## src/rtl/alu_pkg.sv

```systemverilog
// alu_pkg: opcodes, issue FSM states and the default request record shared by
// the ALU issue stage and its request FIFO.
package alu_pkg;
    localparam logic [1:0] OP_ADD  = 2'b00;
    localparam logic [1:0] OP_SUB  = 2'b01;
    localparam logic [1:0] OP_AND  = 2'b10;
    localparam logic [1:0] OP_RSVD = 2'b11;

    localparam int REQ_DATA_W = 64;
    localparam int REQ_TAG_W  = 4;

    typedef enum logic [1:0] {S_IDLE, S_ISSUE, S_WAIT, S_RESP} issue_state_t;

    typedef struct packed {
        logic [1:0]            opcode;
        logic [REQ_DATA_W-1:0] in0;
        logic [REQ_DATA_W-1:0] in1;
        logic [REQ_TAG_W-1:0]  tag;
    } alu_req_t;
endpackage

```

## src/rtl/alu_req_fifo.sv

```systemverilog
// alu_req_fifo: in-order request buffer, DEPTH entries of type T, with
// occupancy count; the caller guarantees no push when full or pop when empty.
module alu_req_fifo
    import alu_pkg::*;
#(
    parameter type T     = alu_req_t,
    parameter int  DEPTH = 4,
    localparam int AW    = $clog2(DEPTH)
) (
    input  logic        clk,
    input  logic        rst_n,
    input  logic        i_push,
    input  T            i_data,
    input  logic        i_pop,
    output T            o_data,
    output logic [AW:0] o_count,
    output logic        o_full,
    output logic        o_empty
);
    localparam logic [AW:0] FULL_CNT = (AW+1)'(DEPTH);

    T              r_mem [DEPTH];
    logic [AW-1:0] r_wr;
    logic [AW-1:0] r_rd;
    logic [AW:0]   r_count;

    always_ff @(posedge clk or negedge rst_n) begin
        if (!rst_n) begin
            r_wr    <= '0;
            r_rd    <= '0;
            r_count <= '0;
        end else begin
            if (i_push) r_wr <= r_wr + 1'b1;
            if (i_pop) r_rd <= r_rd + 1'b1;
            r_count <= r_count + {{AW{1'b0}}, i_push} - {{AW{1'b0}}, i_pop};
        end
    end

    always_ff @(posedge clk) begin
        if (i_push) r_mem[r_wr] <= i_data;
    end

    assign o_data  = r_mem[r_rd];
    assign o_count = r_count;
    assign o_full  = r_count == FULL_CNT;
    assign o_empty = r_count == '0;
endmodule

```

## src/rtl/alu_issue_ctrl.sv

```systemverilog
// alu_issue_ctrl: queues ALU requests, issues them one at a time, waits ALU_LAT
// cycles for the result and returns it with its tag, strictly in request order.
module alu_issue_ctrl
    import alu_pkg::*;
#(
    parameter int DATA_W  = REQ_DATA_W,
    parameter int DEPTH   = 4,
    parameter int TAG_W   = REQ_TAG_W,
    parameter int ALU_LAT = 1
) (
    input  logic              clk,
    input  logic              rst_n,
    input  logic              i_req_valid,
    output logic              o_req_ready,
    input  logic [1:0]        i_req_opcode,
    input  logic [DATA_W-1:0] i_req_in0,
    input  logic [DATA_W-1:0] i_req_in1,
    input  logic [TAG_W-1:0]  i_req_tag,
    output logic              o_alu_enable,
    output logic [1:0]        o_alu_opcode,
    output logic [DATA_W-1:0] o_alu_in0,
    output logic [DATA_W-1:0] o_alu_in1,
    input  logic [DATA_W:0]   i_alu_out,
    output logic              o_rsp_valid,
    input  logic              i_rsp_ready,
    output logic [DATA_W:0]   o_rsp_data,
    output logic [TAG_W-1:0]  o_rsp_tag,
    output logic              o_rsp_err
);
    localparam int CW = ALU_LAT > 1 ? $clog2(ALU_LAT) : 1;
    localparam int AW = $clog2(DEPTH);
    localparam logic [AW:0] CNT_MAX = (AW+1)'(DEPTH);

    typedef struct packed {
        logic [1:0]        opcode;
        logic [DATA_W-1:0] in0;
        logic [DATA_W-1:0] in1;
        logic [TAG_W-1:0]  tag;
    } req_t;

    issue_state_t   r_state;
    issue_state_t   w_nxt;
    logic [CW-1:0]  r_cnt;
    logic [TAG_W-1:0] r_tag;
    req_t           w_req;
    req_t           w_head;
    logic [AW:0]    w_count;
    logic           w_full;
    logic           w_empty;
    logic           w_push;
    logic           w_take;
    logic           w_rsvd;

    assign w_req       = '{opcode: i_req_opcode, in0: i_req_in0, in1: i_req_in1, tag: i_req_tag};
    assign o_req_ready = rst_n && !w_full;
    assign w_push      = i_req_valid && o_req_ready;
    assign w_rsvd      = w_head.opcode == OP_RSVD;

    alu_req_fifo #(.T(req_t), .DEPTH(DEPTH)) u_fifo (
        .clk     (clk),
        .rst_n   (rst_n),
        .i_push  (w_push),
        .i_data  (w_req),
        .i_pop   (w_take),
        .o_data  (w_head),
        .o_count (w_count),
        .o_full  (w_full),
        .o_empty (w_empty)
    );

    // A completed response hands straight over to the next queued op.
    always_comb begin
        w_take = !w_empty && (r_state == S_IDLE || (r_state == S_RESP && i_rsp_ready));
        w_nxt  = r_state;
        case (r_state)
            S_ISSUE: w_nxt = S_WAIT;
            S_WAIT:  w_nxt = r_cnt == '0 ? S_RESP : S_WAIT;
            S_RESP:  w_nxt = i_rsp_ready ? S_IDLE : S_RESP;
            default: w_nxt = r_state;
        endcase
        if (w_take) w_nxt = w_rsvd ? S_RESP : S_ISSUE;
    end

    always_ff @(posedge clk or negedge rst_n) begin
        if (!rst_n) begin
            r_state      <= S_IDLE;
            r_cnt        <= '0;
            r_tag        <= '0;
            o_alu_enable <= 1'b0;
            o_alu_opcode <= '0;
            o_alu_in0    <= '0;
            o_alu_in1    <= '0;
            o_rsp_valid  <= 1'b0;
            o_rsp_data   <= '0;
            o_rsp_tag    <= '0;
            o_rsp_err    <= 1'b0;
        end else begin
            r_state      <= w_nxt;
            o_alu_enable <= w_nxt == S_ISSUE;
            if (w_take && !w_rsvd) begin
                o_alu_opcode <= w_head.opcode;
                o_alu_in0    <= w_head.in0;
                o_alu_in1    <= w_head.in1;
                r_tag        <= w_head.tag;
            end
            if (r_state == S_ISSUE) r_cnt <= CW'(ALU_LAT - 1);
            if (r_state == S_WAIT) begin
                if (r_cnt == '0) begin
                    o_rsp_data  <= i_alu_out;
                    o_rsp_tag   <= r_tag;
                    o_rsp_err   <= 1'b0;
                    o_rsp_valid <= 1'b1;
                end else begin
                    r_cnt <= r_cnt - 1'b1;
                end
            end
            if (r_state == S_RESP && i_rsp_ready) o_rsp_valid <= 1'b0;
            // Reserved ops answer immediately and override the handshake clear.
            if (w_take && w_rsvd) begin
                o_rsp_valid <= 1'b1;
                o_rsp_err   <= 1'b1;
                o_rsp_data  <= '0;
                o_rsp_tag   <= w_head.tag;
            end
        end
    end

    assert property (@(posedge clk) disable iff (!rst_n) w_count <= CNT_MAX);
endmodule

```

## config.mk

```make
export PLATFORM = sky130hd
export DESIGN_NAME = alu_issue_ctrl
export DESIGN_NICKNAME = d
export VERILOG_FILES = /design/src/rtl/alu_pkg.sv /design/src/rtl/alu_req_fifo.sv /design/src/rtl/alu_issue_ctrl.sv
export SDC_FILE = /design/constraint.sdc
export NUM_CORES = 1
export LEC_CHECK = 0
export ABC_CLOCK_PERIOD_IN_PS = 4600
export CAP_MARGIN = 20
export CORE_MARGIN = 4
export CORE_UTILIZATION = 29
export DETAILED_ROUTE_END_ITERATION = 8
export PLACE_DENSITY = 0.56
export SETUP_SLACK_MARGIN = 0.15
export SYNTH_ARGS = -nofsm -noshare
export SYNTH_HDL_FRONTEND = slang
export SYNTH_SLANG_ARGS = --single-unit
export TNS_END_PERCENT = 50
```

## constraint.sdc

```tcl
create_clock -name clk -period 4.6 [get_ports clk]
set_input_delay 1.38 -clock clk [delete_from_list [all_inputs] [get_ports clk]]
set_output_delay 1.38 -clock clk [all_outputs]
set_load 0.01 [all_outputs]
```

; Yosys cells after proc, flatten, opt, wreduce, memory -nomap -nowiden
; Memories as Yosys holds them, arrays and structs flattened.
; Cells that the tools add are included.
[word_totals]
reg_bits = 216
mem_bits_rw = 536
inputBits = 203
n_memories = 1
[memory_table]
columns = name, depth, word_bits, read_ports, rd_clocked_by_memory_dff, write_ports, line
row1 = u_fifo.r_mem, 4, 134, 1, 0, 1, alu_req_fifo.sv:22  ; T r_mem [DEPTH];
[op_classes]
n_addsub = 5
eq_ne = 8
muxes = 23
n_reduce_logical = 16
[op_table]
columns = operator, count
row1 = $mux 65, 3
row2 = $mux 1, 13
row3 = $mux 4, 3
row4 = $eq 2x2->1 const B, 3
row5 = $logic_and 1x1->1, 6
row6 = $mux 2, 3
row7 = $pmux 2 s3, 1
row8 = $add 2x1->2 const B, 2
row9 = $eq 2x1->1 const B, 2
row10 = $reduce_and 2->1, 2
row11 = $add 3x1->3, 1
row12 = $eq 3x3->1 const B, 1
row13 = $logic_not 1->1, 3
row14 = $logic_not 3->1, 1
row15 = $ne 3x1->1 const B, 1
row16 = $reduce_bool 3->1, 1
row17 = $sub 3x1->3, 1
row18 = $logic_not 2->1, 1
row19 = $ne 2x1->1 const B, 1
row20 = $reduce_bool 2->1, 1
row21 = $logic_or 1x1->1, 1
row22 = $sub 1x1->1 const B, 1

; Depth between registers and ports, before layout
; Gate-level depths: netlist of the first run.
[depth]
ltp_word = 7
ltp_mapped = 10
ltp_nobuf = 10

; Cells and area by module
; From an unflattened synthesis of the first run, not the netlist that was laid out.
[hier_totals]
cells_unflattened = 1344
hier_area_um2 = 27709.1
[by_module_without_submodules]
columns = mod, n_inst, cells_per_inst, area_per_inst_um2, seq_area_each_um2
row1 = alu_req_fifo, 1, 734, 19680.1, 16270.6
row2 = alu_issue_ctrl, 1, 610, 8029.0, 5230.0

; Least setup slack after synthesis of the first run
; OpenSTA, ideal clock, no wires.
[synth_timing]
path_kind = input to register
startpoint = input rst_n
endpoint = memory u_fifo.r_mem[0][0] (netlist name), enable pin
arrival_ns = 5.108
required_time_ns = 4.090
setup_slack_ns = -1.018
stages = 2
path_buffers = 0
cell_sequence = a21boi_0 and3_1
[synth_between]
elab_chain_len = 4
[synth_rtl]
columns = item, line
row1 = start: declaration, alu_issue_ctrl.sv:12  ; input logic rst_n,
row2 = $logic_and 1x1->1, alu_issue_ctrl.sv:55  ; assign o_req_ready = rst_n && !w_full;
row3 = $logic_and 1x1->1, alu_issue_ctrl.sv:56  ; assign w_push = i_req_valid && o_req_ready;
row4 = $mux 1, alu_req_fifo.sv:40  ; if (i_push) r_mem[r_wr] <= i_data;
row5 = $mux 1 (implied by the code), alu_req_fifo.sv:40
row6 = end: declaration, alu_req_fifo.sv:22
; Every way passes these cells.

; Worst setup path in the final report of the first run
[layout_timing]
startpoint = input rst_n
endpoint = output o_req_ready
[layout_between]
elab_chain_len = 1
[layout_rtl]
columns = item, line
row1 = $logic_and 1x1->1, alu_issue_ctrl.sv:55
row2 = end: declaration, alu_issue_ctrl.sv:14  ; output logic o_req_ready,
; Every way passes these cells.

==> results of run 1 <==
==> layer usage <==
layer,vias to the layer above,share of wire,global-route usage
met3,122,0.084,0.0495
met5,-,0.0018,0
met2,406,0.50,0.232
met1,7350,0.39,0.153
met4,18,0.025,0.0414
li1,6210,-,-
==> final cells by class <==
cell class / count / area (sq um)
fillers: 8541 / 57600
flip-flops and latches: 752 / 21500
multi-input cells: 518 / 5770
repair buffers: 442 / 4570
clock buffers: 116 / 2420
well taps: 1254 / 1570
clock inverters: 41 / 448
inverters: 7 / 26.3
diodes: 5 / 12.5
==> flip-flops by register name (all words and copies together) (netlist names), 2 cells and up <==
| register | count |
|---|---|
| o_alu_opcode | 2 |
| r_tag | 4 |
| o_alu_in0 | 64 |
| o_alu_in1 | 64 |
| u_fifo.r_rd | 2 |
| o_rsp_tag | 4 |
| r_state | 2 |
| u_fifo.o_count | 3 |
| u_fifo.r_mem | 536 |
| o_rsp_data | 65 |
| u_fifo.r_wr | 2 |
==> layout by cell type, fill, tap and decap left out, types with 64 or more instances in the layout <==
master           synthesis  routed
a21oi_1                 65      65
clkbuf_16                0      90
clkdlybuf4s50_1          0     404
dfrtp_1                216     214
edfxtp_1               536     536
mux2_1                  69      69
mux2_2                  64      64
mux4_2                 134     134
nand2_1                138     137
==> worst max-delay path: stages <==
cell and delay (ps):
buf_8 100, a21boi_0 200, buf_4 180, clkdlybuf4s50_1 540
==> report_power, final <==
| part | internal (uW) | switching (uW) | leakage [uW] |
|---|---|---|---|
| sequential | 8820 | 777 | 0.00745 |
| clock | 4150 | 2670 | 0.00140 |
| combinational | 4030 | 3510 | 0.00377 |
| total | 17000 | 6960 | 0.0126 |
==> metrics by stage <==
stage                     instance area (sq um)  setup TNS (ps)  total power [uW]
after floorplan                           27600         -272400             13900
after global placement                    33400               0             17300
after detailed placement                  33400               0             17500
after CTS                                 36300               0             24500
after global routing                      36300               0             25300
final                                     36300               0             24000
==> path summary, 6_finish.rpt <==
check / startpoint / end / slack, ps / cells after the start
min in group asynchronous: rst_n / o_rsp_data[2] / 790 / 2
max reg2reg: u_fifo.r_rd[1] / r_tag[1] / 1740 / 4
min reg2reg: o_rsp_err / o_rsp_err / 480 / 1
max in group asynchronous: rst_n / o_alu_in0[29] / 2030 / 4
min: o_rsp_err / o_rsp_err / 480 / 1
max: rst_n / o_req_ready / 820 / 4
==> cells by family after synthesis <==
group,share of synthesized area
buf+inv,0.0143
compound gates,0.0153
fa+ha+maj,0.00344
flops,0.778
xor+xnor,0.00158
mux,0.165
simple gates,0.0228
==> reports/qor.txt, run 1 <==
Placer Congestion: 0.862
static leakage: 0.0126 uW
final worst setup slack: 817 ps
first-pass GRT wire length: 99.5 mm
num rows: 112
max_slew headroom: 0.421
syn avg cell area: 20.6 sq um
Peak supply drop: 0.000365 V
final hold slack: 479 ps
post-DP HPWL: 41.9 mm
CTS resizes: 0
Peak Freq: 264 MHz
vias in the first global route: 15,400
Async SR Flop Fraction: 0.287
most used flip-flop cell after synthesis: edfxtp_1
GRT overflow: 0
clk_lat worst skew: 630 ps
PD cells: 660 nW/um^2
syn_nets: 1,554
cts hold-fix bufs: 0
routed wire length: 67.2 mm
port bufs: 405
Synth top area share: 0.582
Ports: 406
Post-synth top cells: 536 x edfxtp_1, 216 x dfrtp_1, 138 x nand2_1, 134 x mux4_2, 69 x mux2_1
Die Width: 317 microns
final period utilization: 0.822
CTS tree: done
post-synthesis cell type count: 34
fin. max-slew vios: 0
crit end category: output pin
die area: 100,000 sq um
Detailed Route Iter0 Violations: 670
Layout area overhead: 31.4%
CTS Buf Count: 84
Startpoint Class: primary input
Residual DRC: 0
fin cells: 3,135
Final min period: 3780 ps
Worst Max-Slew Pin Slew: 869 ps
Synth Register Bits: 752
core area: 93,900 sq um
CTS Root Cell: clkbuf_16
largest net degree at the start of global routing: 77
cell taking the most area after synthesis: edfxtp_1
routed wire length per instance: 21.4 microns
Mapped Area: 27,600 sq um
CTS clk-pin slew, worst paths: 60 ps
register area share after synthesis: 0.778
RSZ-0062 raised after global routing: no
layout cells sized above 1: 0.200
EDFF count, synth: 536
Final Util: 0.387
Setup CP Type: primary input to output pin
worst path required time: 3220 ps
Setup Buffers After CTS: 0
Setup-failing EPs final: 0
crit-path max FO: 6
Global Route Usage Sum: 0.133
Max Cap Viol: 0
Hold WC Path Type: register to register
Via density: 4.50
fin nets: 2,015
Die Ht: 317 microns
initial antenna violation count: 16
drt pass-1 iters: 4
Vias: 14,100
Place WS: 629 ps
top cells by area, synth: edfxtp_1 58%, dfrtp_1 20%, mux4_2 11%, mux2_1 2.8%, mux2_2 2.6%
Syn Inst Count: 1,344
dpl cells: 2,972
Hold Violations, Final: 0
DRT antenna net count: 0
Arr. time, crit path: 2400 ps
yosys warns: 0
outcome: complete, no violations
clock buffer depth: 3
Worst Skew: 22.3 ps
Initial Util: 0.294
top-count cell post-synth: edfxtp_1
clk sink count: 752
htree depth: 3
Power figures use the tool's default switching activity.
==> run 2, diff against run 1 <==
--- a/config.mk
+++ b/config.mk
@@ -5,12 +5,12 @@
 export SDC_FILE = /design/constraint.sdc
 export NUM_CORES = 1
 export LEC_CHECK = 0
-export ABC_CLOCK_PERIOD_IN_PS = 4600
+export ABC_CLOCK_PERIOD_IN_PS = 3900
 export CAP_MARGIN = 20
 export CORE_MARGIN = 4
 export CORE_UTILIZATION = 29
 export DETAILED_ROUTE_END_ITERATION = 8
-export PLACE_DENSITY = 0.56
+export PLACE_DENSITY = 0.54
 export SETUP_SLACK_MARGIN = 0.15
 export SYNTH_ARGS = -nofsm -noshare
 export SYNTH_HDL_FRONTEND = slang
==> constraint.sdc (replaced) <==
create_clock -name clk -period 3.9 [get_ports clk]
set_input_delay 1.17 -clock clk [delete_from_list [all_inputs] [get_ports clk]]
set_output_delay 1.17 -clock clk [all_outputs]
set_load 0.01 [all_outputs]
==> run 2 against run 1 <==
Effect of this change:
- utilization is essentially flat
- die area is the same
- global-route usage is 0.38 points lower
- clock skew fell by 2.7 ps
- combinational power grew 19%
- register-to-register slack worse by 330 ps
- critical path type unchanged
- critical path depth decreased by 1
- wire length is 3.1% lower
- largest power group unchanged
- first-iteration DRC count increased by 6.7%
==> reports/qor.txt, run 2 (synthesized netlist as in run 1, its figures left out) <==
Detailed Route Iter0 Violations: 715 (+6.7%)
Setup CP Type: primary input to output pin
Hold Violations, Final: 0 (unchanged)
die area: 100,000 sq um (unchanged)
post-DP HPWL: 40.7 mm (-2.7%)
routed wire length: 65.1 mm (-3.1%)
Hold WC Path Type: register to register
worst path required time: 2730 ps (-490 ps)
final period utilization: 0.878
Startpoint Class: primary input
PD cells: 764 nW/um^2 (+16%)
hold wc startpoint: o_rsp_err
Setup-failing EPs final: 0 (unchanged)
dpl cells: 2,989 (+0.57%)
first-pass GRT wire length: 97.1 mm (-2.3%)
Initial Util: 0.294 (unchanged)
final hold slack: 480 ps (+0.448 ps)
cts hold-fix bufs: 0 (unchanged)
Placer Congestion: 0.838 (-2.7%)
routed wire length per instance: 20.7 microns (-3.6%)
CTS resizes: 0 (unchanged)
core area: 93,900 sq um (unchanged)
Worst R2R Setup Slack: 1410 ps (-330 ps)
largest register by flop count: u_fifo.r_mem
Ports: 406 (unchanged)
commonest non-fill, non-tap cell in the layout: edfxtp_1
CP startpoint: rst_n
num rows: 112 (unchanged)
htree depth: 3 (unchanged)
max reg flops: 536 (unchanged)
clk_lat worst skew: 650 ps (+20 ps)
most frequent cells in the layout: 536 x edfxtp_1, 404 x clkdlybuf4s50_1, 214 x dfrtp_1, 137 x nand2_1, 134 x mux4_2
CTS Buf Count: 82 (-2.4%)
CTS Root Cell: clkbuf_16
clk sink count: 752 (unchanged)
layout cells sized above 1: 0.205 (+0.00498)
final worst setup slack: 478 ps (-339 ps)
Worst R2R Path Depth: 11 (+7)
fin. max-slew vios: 0 (unchanged)
Via density: 4.46 (-0.95%)
Global Route Usage Sum: 0.129 (-0.00383)
RR Startpoint: u_fifo.o_count[1]
Die Width: 317 microns (unchanged)
Residual DRC: 0 (unchanged)
largest net degree at the start of global routing: 128 (+66%)
GRT overflow: 0 (unchanged)
initial antenna violation count: 17 (+1)
setup TNS: 0 ps (unchanged)
Die Ht: 317 microns (unchanged)
Worst Max-Slew Pin Slew: 984 ps (+115 ps)
Place WS: 415 ps (-214 ps)
CTS clk-pin slew, worst paths: 50 ps (about the same)
Worst Skew: 19.6 ps (-2.69 ps)
CTS tree: done
RSZ-0062 raised after global routing: no
outcome: complete, no violations
Peak supply drop: 0.000482 V (+32%)
Arr. time, crit path: 2250 ps (-150 ps)
Total Power: 27,700 uW (+16%)
Layout area overhead: 31.3% (about the same)
drt pass-1 iters: 5 (+1)
crit-path max FO: 2 (-4)
Peak Freq: 292 MHz
static leakage: 0.0126 uW (about the same)
fin cells: 3,151 (+0.51%)
Final min period: 3420 ps
Worst R2R End: u_fifo.o_count[2]
crit path to: o_req_ready
crit end category: output pin
vias in the first global route: 15,600 (+1.2%)
clock buffer depth: 3 (unchanged)
biggest registers after layout: u_fifo.r_mem x536, o_rsp_data x65
port bufs: 405 (unchanged)
DRT antenna net count: 0 (unchanged)
Max Cap Viol: 0 (unchanged)
Vias: 14,000 (-0.45%)
fin nets: 2,029 (+0.69%)
max_slew headroom: 0.344 (-0.0766)
Setup Buffers After CTS: 0 (unchanged)
[run 2: changes by cell type in the layout (fill, tap and decap cells not counted), sizes merged]
cell,before,now
inv,13,10
buf,38,54
clkbuf,116,123
clkinvlp,3,1
diode,5,8
bufinv,8,3
[run 2: through the flow]
step           utilization  area (sq um)
2_1_floorplan            -         27700
5_1_grt              0.387         36300
6_report             0.387         36300
3_5_place_dp         0.358         33600
3_3_place_gp         0.358         33600
4_1_cts              0.386         36300
[run 2: worst min path at each step]
stage | cells past startpoint | slack (ps) | to
floorplan | 1 | 460 | u_fifo.o_count[2]
global placement | 1 | 470 | o_alu_in1[9]
detailed placement | 1 | 470 | o_rsp_err
CTS | 1 | 480 | o_rsp_err
global route | 1 | 500 | o_alu_in1[14]
finish | 1 | 480 | o_rsp_err
[run 2: layer usage]
| layer | GRT usage | routed length [microns] |
|---|---|---|
| met5 | 0 | 70 |
| met1 | 0.152 | 26300 |
| met3 | 0.0452 | 5100 |
| met2 | 0.224 | 32200 |
| met4 | 0.0389 | 1510 |
[run 2: critical path, cell delays in order]
cell	delay, ps
buf_8	100
a21boi_0	310
clkdlybuf4s50_1	660
[run 2: power by group]
part	total [uW]	switching, uW	internal (uW)	leakage, uW
Clock	7560	3150	4400	0.00131
Combinational	8960	4140	4820	0.00387
Sequential	11200	795	10400	0.00745
Total	27700	8090	19600	0.0126
[run 2: area by class of cell]
type                    count  area, sq um
fillers                  8568        57600
flip-flops and latches    752        21500
multi-input cells         518         5770
repair buffers            458         4730
clock buffers             123         2350
well taps                1254         1570
clock inverters            31          332
inverters                   7         26.3
diodes                      8         20.0
